`src/rtl/present_pkg.sv`:
```
// Shared constants, FSM encoding and key-schedule helpers for the PRESENT-80
// decryption core; PRESENT_KEYCACHE_EN enables the last-key/K32 cache in the top.
package present_pkg;

    localparam int ROUNDS = 31;
    localparam int RC_W   = 5;
    localparam int KEY_W  = 80;
    localparam int BLK_W  = 64;

    localparam logic [3:0] SBOX [16] = '{
        4'hC, 4'h5, 4'h6, 4'hB, 4'h9, 4'h0, 4'hA, 4'hD,
        4'h3, 4'hE, 4'hF, 4'h8, 4'h4, 4'h7, 4'h1, 4'h2
    };

    localparam logic [3:0] INV_SBOX [16] = '{
        4'h5, 4'hE, 4'hF, 4'h8, 4'hC, 4'h1, 4'h2, 4'hD,
        4'hB, 4'h4, 4'h6, 4'h3, 4'h0, 4'h7, 4'h9, 4'hA
    };

    typedef enum logic [2:0] {
        ST_IDLE,
        ST_KEYEXP,
        ST_WHITEN,
        ST_ROUND,
        ST_DONE
    } state_e;

    function automatic logic [KEY_W-1:0] key_update(
        input logic [KEY_W-1:0] k,
        input logic [RC_W-1:0]  rc
    );
        logic [KEY_W-1:0] t;
        t          = {k[18:0], k[79:19]};
        t[79:76]   = SBOX[t[79:76]];
        t[19:15]   = t[19:15] ^ rc;
        return t;
    endfunction

    function automatic logic [KEY_W-1:0] key_update_inv(
        input logic [KEY_W-1:0] k,
        input logic [RC_W-1:0]  rc
    );
        logic [KEY_W-1:0] t;
        t          = k;
        t[19:15]   = t[19:15] ^ rc;
        t[79:76]   = INV_SBOX[t[79:76]];
        return {t[60:0], t[79:61]};
    endfunction

    function automatic logic [BLK_W-1:0] inv_sbox_layer(
        input logic [BLK_W-1:0] s
    );
        logic [BLK_W-1:0] t;
        for (int i = 0; i < 16; i++) begin
            t[4*i +: 4] = INV_SBOX[s[4*i +: 4]];
        end
        return t;
    endfunction

endpackage

```
`src/rtl/pbox_decrypt.sv`:
```
// Inverse PRESENT bit permutation: pure wiring, no logic.
// Output bit j takes input bit 16*j mod 63; bit 63 is fixed.
module pbox_decrypt
    import present_pkg::*;
(
    input  logic [BLK_W-1:0] data_i,
    output logic [BLK_W-1:0] data_o
);

    for (genvar j = 0; j < BLK_W - 1; j++) begin : g_bit
        assign data_o[j] = data_i[(16 * j) % 63];
    end

    assign data_o[BLK_W-1] = data_i[BLK_W-1];

endmodule

```
`src/rtl/present_decrypt_core.sv`:
```
// Iterative PRESENT-80 decryption: forward key expansion, whitening, 31 inverse
// rounds. Define PRESENT_KEYCACHE_EN to skip key expansion on a repeated key.
module present_decrypt_core
    import present_pkg::*;
(
    input  logic             clk,
    input  logic             rst_n,
    input  logic             in_valid,
    output logic             in_ready,
    input  logic [BLK_W-1:0] ciphertext,
    input  logic [KEY_W-1:0] key,
    output logic             out_valid,
    input  logic             out_ready,
    output logic [BLK_W-1:0] plaintext,
    output logic             busy
);

    state_e           fsm_q, fsm_d;
    logic [KEY_W-1:0] key_q, key_d;
    logic [BLK_W-1:0] state_q, state_d;
    logic [RC_W-1:0]  rc_q, rc_d;
    logic [BLK_W-1:0] pinv;
    logic [KEY_W-1:0] kfwd;
    logic [KEY_W-1:0] kinv;
    logic             last_kexp;

    pbox_decrypt u_pbox (
        .data_i (state_q),
        .data_o (pinv)
    );

    assign kfwd      = key_update(key_q, rc_q);
    assign kinv      = key_update_inv(key_q, rc_q);
    assign last_kexp = (fsm_q == ST_KEYEXP) && (rc_q == RC_W'(ROUNDS));

`ifdef PRESENT_KEYCACHE_EN
    logic [KEY_W-1:0] last_key_q, last_key_d;
    logic [KEY_W-1:0] k32_q, k32_d;
    logic             cache_vld_q, cache_vld_d;
    logic             hit;

    assign hit = cache_vld_q && (key == last_key_q);

    // Validity drops on a miss so a half-built entry is never used.
    always_comb begin
        last_key_d  = last_key_q;
        k32_d       = k32_q;
        cache_vld_d = cache_vld_q;
        if (fsm_q == ST_IDLE && in_valid && !hit) begin
            last_key_d  = key;
            cache_vld_d = 1'b0;
        end
        if (last_kexp) begin
            k32_d       = kfwd;
            cache_vld_d = 1'b1;
        end
    end

    always_ff @(posedge clk or negedge rst_n) begin
        if (!rst_n) begin
            last_key_q  <= '0;
            k32_q       <= '0;
            cache_vld_q <= 1'b0;
        end else begin
            last_key_q  <= last_key_d;
            k32_q       <= k32_d;
            cache_vld_q <= cache_vld_d;
        end
    end
`endif

    always_comb begin
        fsm_d   = fsm_q;
        key_d   = key_q;
        state_d = state_q;
        rc_d    = rc_q;
        unique case (fsm_q)
            ST_IDLE: begin
                if (in_valid) begin
                    state_d = ciphertext;
                    key_d   = key;
                    rc_d    = RC_W'(1);
                    fsm_d   = ST_KEYEXP;
`ifdef PRESENT_KEYCACHE_EN
                    if (hit) begin
                        key_d = k32_q;
                        rc_d  = RC_W'(ROUNDS);
                        fsm_d = ST_WHITEN;
                    end
`endif
                end
            end
            ST_KEYEXP: begin
                key_d = kfwd;
                if (last_kexp) begin
                    fsm_d = ST_WHITEN;
                end else begin
                    rc_d = rc_q + RC_W'(1);
                end
            end
            ST_WHITEN: begin
                state_d = state_q ^ key_q[79:16];
                fsm_d   = ST_ROUND;
            end
            ST_ROUND: begin
                key_d   = kinv;
                state_d = inv_sbox_layer(pinv) ^ kinv[79:16];
                if (rc_q == RC_W'(1)) begin
                    rc_d  = '0;
                    fsm_d = ST_DONE;
                end else begin
                    rc_d = rc_q - RC_W'(1);
                end
            end
            ST_DONE: begin
                if (out_ready) begin
                    fsm_d = ST_IDLE;
                end
            end
            default: fsm_d = ST_IDLE;
        endcase
    end

    always_ff @(posedge clk or negedge rst_n) begin
        if (!rst_n) begin
            fsm_q   <= ST_IDLE;
            key_q   <= '0;
            state_q <= '0;
            rc_q    <= '0;
        end else begin
            fsm_q   <= fsm_d;
            key_q   <= key_d;
            state_q <= state_d;
            rc_q    <= rc_d;
        end
    end

    assign in_ready  = (fsm_q == ST_IDLE);
    assign out_valid = (fsm_q == ST_DONE);
    assign busy      = (fsm_q == ST_KEYEXP) || (fsm_q == ST_WHITEN) ||
                       (fsm_q == ST_ROUND);
    assign plaintext = out_valid ? state_q : '0;

endmodule

```
`config.mk`:
```
export PLATFORM = sky130hd
export DESIGN_NAME = present_decrypt_core
export DESIGN_NICKNAME = d
export VERILOG_FILES = /design/src/rtl/present_pkg.sv /design/src/rtl/pbox_decrypt.sv /design/src/rtl/present_decrypt_core.sv
export SDC_FILE = /design/constraint.sdc
export NUM_CORES = 1
export LEC_CHECK = 0
export CORE_ASPECT_RATIO = 0.9
export CORE_MARGIN = 8
export CORE_UTILIZATION = 60
export DETAILED_ROUTE_END_ITERATION = 8
export PLACE_DENSITY = 0.88
export SLEW_MARGIN = 20
export SYNTH_ARGS = -nofsm -noshare
export SYNTH_HDL_FRONTEND = slang
export SYNTH_SLANG_ARGS = --single-unit
```
`constraint.sdc`:
```
create_clock -name clk -period 4.2 [get_ports clk]
set_input_delay 0.84 -clock clk [delete_from_list [all_inputs] [get_ports clk]]
set_output_delay 0.84 -clock clk [all_outputs]
set_load 0.02 [all_outputs]
```
; Yosys cells after proc, flatten, opt, wreduce, memory -nomap -nowiden
; Memory sizes are Yosys's and may differ from the RTL's.
; Cells that the tools add are included.
[classes]
order_cmp = 18
n_mux = 50
bitwise = 22
eq_ne = 11
n_addsub = 2
reduce_logical = 10
[op_table]
columns = cell, n
row1 = $pmux 80 s3, 1
row2 = $pmux 64 s3, 1
row3 = $mux 4, 36
row4 = $mux 64, 2
row5 = $xor 64x64->64, 2
row6 = $ge 5x5->1 const B, 18
row7 = $not 4->5, 18
row8 = $mux 80, 1
row9 = $mux 5, 3
row10 = $pmux 3 s5, 1
row11 = $pmux 5 s3, 1
row12 = $mux 3, 4
row13 = $xor 5x5->5, 2
row14 = $ne 2x2->1 const B, 4
row15 = $eq 3x2->1 const B, 2
row16 = $reduce_bool 3->1, 2
row17 = $add 5x1->5 const B, 1
row18 = $eq 5x1->1 const B, 1
row19 = $eq 5x5->1 const B, 1
row20 = $sub 5x1->5 const B, 1
row21 = $reduce_and 2->1, 2
row22 = $reduce_and 4->1, 1
row23 = $eq 3x1->1 const B, 1
row24 = $eq 3x3->1 const B, 1
row25 = other kinds (5), 6
[word_totals]
out_inout_bits = 67
mem_count = 18
mem_bits_ro = 1152
word_cells = 135
ff_bits = 152
input_bits = 148
[mem_list]
columns = memory, depth, width, read_ports, rd_clocked_by_memory_dff, wr, line
row1 = (name not given), 16, 4, 1, 0, 0, present_pkg.sv:55  ; t[4*i +: 4] = INV_SBOX[s[4*i +: 4]];
row2 = (name not given), 16, 4, 1, 0, 0, present_pkg.sv:55
row3 = (name not given), 16, 4, 1, 0, 0, present_pkg.sv:55
row4 = (name not given), 16, 4, 1, 0, 0, present_pkg.sv:55
row5 = (name not given), 16, 4, 1, 0, 0, present_pkg.sv:55
row6 = (name not given), 16, 4, 1, 0, 0, present_pkg.sv:55
row7 = 12 more memories, n/a, n/a, n/a, n/a, n/a, n/a

; Depth between registers and ports, before layout
[depth]
word_depth = 6
ltp_mapped = 8

; Cells and area by module
; A second synthesis with hierarchy kept.
[unflattened]
hier_cells = 1661
hier_area_um2 = 13940.9
[by_module_without_submodules]
columns = module, n_inst, area_each_um2, cells_each, seq_area_each_um2
row1 = present_decrypt_core, 1, 13460.4, 1597, 3803.6
row2 = pbox_decrypt, 1, 480.5, 64, 0.0

; Least setup slack after synthesis
; OpenSTA, ideal clock, no wires.
[synth_path]
path_type = register -> output
from = register fsm_q[0]
to = output plaintext[31]
path_buffers = 2
arrival_ns = 1.541
setup_slack_ns = 1.819
path_stages_with_launch = 6
cell_sequence = dfrtp_1 -> buf_2 -> nor2_1 -> nand2_1 -> clkbuf_1 -> nor2_1
[synth_between]
elab_chain_len = 2
[synth_rtl]
columns = item, line
row1 = start: declaration, present_decrypt_core.sv:18  ; state_e fsm_q, fsm_d;
row2 = start signal: assignment, present_decrypt_core.sv:131  ; fsm_q <= fsm_d;
row3 = $eq 3x3->1, present_decrypt_core.sv:139  ; assign out_valid = (fsm_q == ST_DONE);
row4 = $mux 64, present_decrypt_core.sv:142  ; assign plaintext = out_valid ? state_q : '0;
row5 = end: declaration, present_decrypt_core.sv:14  ; output logic [BLK_W-1:0] plaintext,
; Every way passes these cells.

; Worst setup path in the final report
[layout_path]
from = register fsm_q[1]
to = output plaintext[1]
; Same word-level chain as after synthesis.

==> results.py <==
metrics = {
    "grt": {
        "grt_use_total_pct": 33.41,
        "grt_overflow_total": 0,
        "grt_start_max_net_pins": 139,
        "grt_pass1_vias": 12350,
        "wire_length_of_the_first_global_routing_pass_um": 71300,
        "antenna_found_initial": 1,
    },
    "drt": {
        "detailed_route_wire_length_per_cell_um": 23.25,
        "drt-total-wl_um": 46710,
        "drt_first_iter_violations": 2490,
        "dr_total_vias": 13160,
        "drt_first_pass_iters": 9,
        "post-route-drc-count": 0,
        "drtAntennaViolNets": 0,
        "viasPerCell": 6.552,
    },
    "placement": {
        "pre_cts_slack_ps": 1153,
        "dp_hpwl_um": 34560,
        "place_congestion": 1.035,
        "io_buffer_count": 214,
    },
    "logic_synthesis": {
        "synth_fp_nets": 1852,
        "yosys.area_share.simple_pct": 12.65,
        "synth-adder-area-share_pct": 11.18,
        "post_synth_mux_area_share_pct": 12.70,
        "synth-xor-area-share_pct": 9.654,
        "part_of_the_yosys_area_used_for_sequential_elements_pct": 28.33,
        "synth-edff-count": 0,
        "post_synth_instance_area_sq_mm": 0.01343,
        "synth-compound-area-share_pct": 18.58,
        "synth_largest_area_cell": "dfrtp_1",
        "synthesis.yosys.warnings": 0,
        "synthTopCellsByArea": "dfrtp_1 (28%), ha_1 (11%), mux2i_1 (6.4%), a21oi_1 (5.8%), xnor2_1 (5.7%)",
        "postSynth.topFlopCell": "dfrtp_1",
        "combinational_family_with_the_most_area_after_synthesis": "compound AO/OA/AOI/OAI gates",
        "post_synth_num_cell_types": 58,
        "synthesis.instances": 1584,
        "yosysMostFrequentCell": "a21oi_1",
        "top_post_synthesis_cells_by_count": "a21oi_1 (156), nor2_1 (155), dfrtp_1 (152)",
        "syn_area_per_cell_sq_um": 8.476,
        "ys_async_sr_fraction_pct": 100.0,
        "post_synthesis_register_bit_count": 152,
        "synth_largest_type_area_fraction_pct": 28.33,
    },
    "timing": {
        "final-hold-violation-count": 0,
        "tcrit_tclk_final_pct": 81.69,
        "timing.final.crit_period_ps": 3431,
        "worst_slew_slack_as_a_fraction_of_its_limit_pct": 30.27,
        "slew_violations": 0,
        "tightestPinTransition_ps": 1046,
        "finalClockSkew_ps": 10.07,
        "unrepaired_setup_endpoints_after_global_routing": "false",
        "timing.final.setup_violations": 0,
        "worst_slack_ps": 768.8,
        "clock.fmax_mhz": 291.4,
        "final_total_negative_setup_slack_ps": 0,
    },
    "critical_path": {
        "cp.required_ps": 3360,
        "worst_path_largest_cell_delay_ps": 680,
        "crit-reg2reg-launch": "fsm_q[1]$_DFFE_PN0P_",
        "crit_type": "register to primary output",
        "crit_slowest_cell": "dfrtp_4",
        "max_fanout_on_critical_path": 39,
        "crit_path_cell_trace": "nor2_1, nand2_1, buf_4, nor2_1, clkdlybuf4s50_1",
        "critPathMostFrequentCell": "nor2_1",
        "crit_arrival_ps": 2590,
        "critPathCaptureType": "primary output",
        "critical_path.startpoint": "fsm_q[1]$_DFFE_PN0P_",
        "cp-start-kind": "register",
    },
    "floorplan": {
        "start_util_pct": 60.34,
        "floorplan.io_pins": 215,
        "row_count": 52,
        "design.die.area_sq_mm": 0.02743,
        "dieHeight_um": 157.9,
        "core_area_sq_mm": 0.02225,
        "die_w_um": 173.7,
    },
    "run": {
        "maxCapViolations": 0,
    },
    "power_and_ir_drop": {
        "pwr_density_cell_mw_per_mm2": 888.5,
        "p_leak_nw": 6.729,
        "report.power.total_mw": 14.36,
        "power.ir.vdd_worst_mv": 0.4005,
    },
    "clocking": {
        "clock_latency_late_sink_ps": 440,
        "cts-htree-levels": 4,
        "clock_tree.buffer_depth": 2,
        "clock-sinks": 152,
        "cts_root_buf": "clkbuf_16",
        "cts_setup_buffers": 0,
        "post_cts_hold_buffer_count": 0,
        "cts_tree": "built",
        "cts_repair_resize_count": 0,
        "clkTransAtPathRegs_ps": 70,
        "cts_made_buffers": 17,
    },
    "final_layout": {
        "fillCellCount": 1600,
        "insertedDiodeCount": 0,
        "fraction_of_final_layout_cells_with_drive_strength_greater_than_1_pct": 5.900,
        "design.final.nets": 1967,
        "syn_to_final_growth_pct": 20.38,
    },
    "worst_hold_path": {
        "timing.hold.worst.class": "input pin to async pin",
    },
    "outcome": {
        "run_status": "complete, no violations",
    },
}
## cell usage in the layout (no fill, tap or decap), types with 60 or more instances in the layout
| cell | n |
|---|---|
| dfrtp_1 | 151 |
| o21ai_1 | 115 |
| nand2_1 | 123 |
| inv_1 | 77 |
| mux2i_1 | 86 |
| ha_1 | 120 |
| nor2_1 | 155 |
| xnor2_1 | 88 |
| xor2_1 | 60 |
| a21oi_1 | 156 |
| clkdlybuf4s50_1 | 213 |
## routing by layer
| metal | vias to the layer above | global-route usage, % | share of wire [%] |
|---|---|---|---|
| met3 | 169 | 10.71 | 15 |
| met4 | 2 | 15.94 | 4.6 |
| met5 | - | 0 | 0.028 |
| met2 | 1067 | 49.47 | 43 |
| li1 | 5751 | - | - |
| met1 | 6174 | 43.83 | 38 |
## final cells by class
type                       count  area, sq um  share of cell area [%]
clock buffer                  17        425.4                   2.632
sequential                   152         3807                   23.56
timing repair buffer         231         2308                   14.28
multi-input combinational   1211         8721                   53.96
inverter                      86        322.8                   1.997
tap                          297        371.6                   2.299
clock inverter                15        206.4                   1.277
## cell families after synthesis
kind of cell             after synthesis
flip-flops                           152
AO/OA/AOI/OAI                        421
adder cells (fa/ha/maj)              120
XOR/XNOR                             148
multiplexers                         128
AND/OR/NAND/NOR                      394
buffers and inverters                221
## report_power, final
| group | leakage, nW | switching (mW) | internal [mW] |
|---|---|---|---|
| logic | 4.60 | 4.45 | 3.85 |
| registers | 1.82 | 2.14 | 2.23 |
| clock network | 0.312 | 0.723 | 0.963 |
## stage by stage
step / hold slack (ps) / utilization (%) / instances / instance area [sq um]
after global routing: 508.9 / 72.64 / 2009 / 16160
final: 439.6 / 72.64 / 2009 / 16160
after global placement: 548.5 / 69.80 / 1977 / 15530
after detailed placement: 580.8 / 69.80 / 1977 / 15530
after floorplan: 516.4 / - / 1584 / 13430
after CTS: 494.8 / 72.64 / 2009 / 16160
## critical path: cells and delay by family, from the launching register on
kind	cells	cell delay [ps]
and+or+nand+nor	3	550
DFF	1	680
buffers and inverters	2	920
## final timing paths
path / end / depth (start not counted) / slack, ps
worst max-delay path: plaintext[1] / 5 / 770
worst min-delay path: rc_q[3]$_DFFE_PN0P_ / 1 / 440
worst max register to register: state_q[48]$_DFFE_PN0P_ / 5 / 1470
worst min register to register: key_q[31]$_DFFE_PN0P_ / 2 / 600
max in group asynchronous: state_q[16]$_DFFE_PN0P_ / 2 / 2870
min in group clk: key_q[31]$_DFFE_PN0P_ / 2 / 600
## sequential cells by signal, indices dropped and copies added (netlist names)
signal and count:
key_q 80, fsm_q 3, rc_q 5, state_q 64
Note: power is estimated with default switching activity, not from simulation.
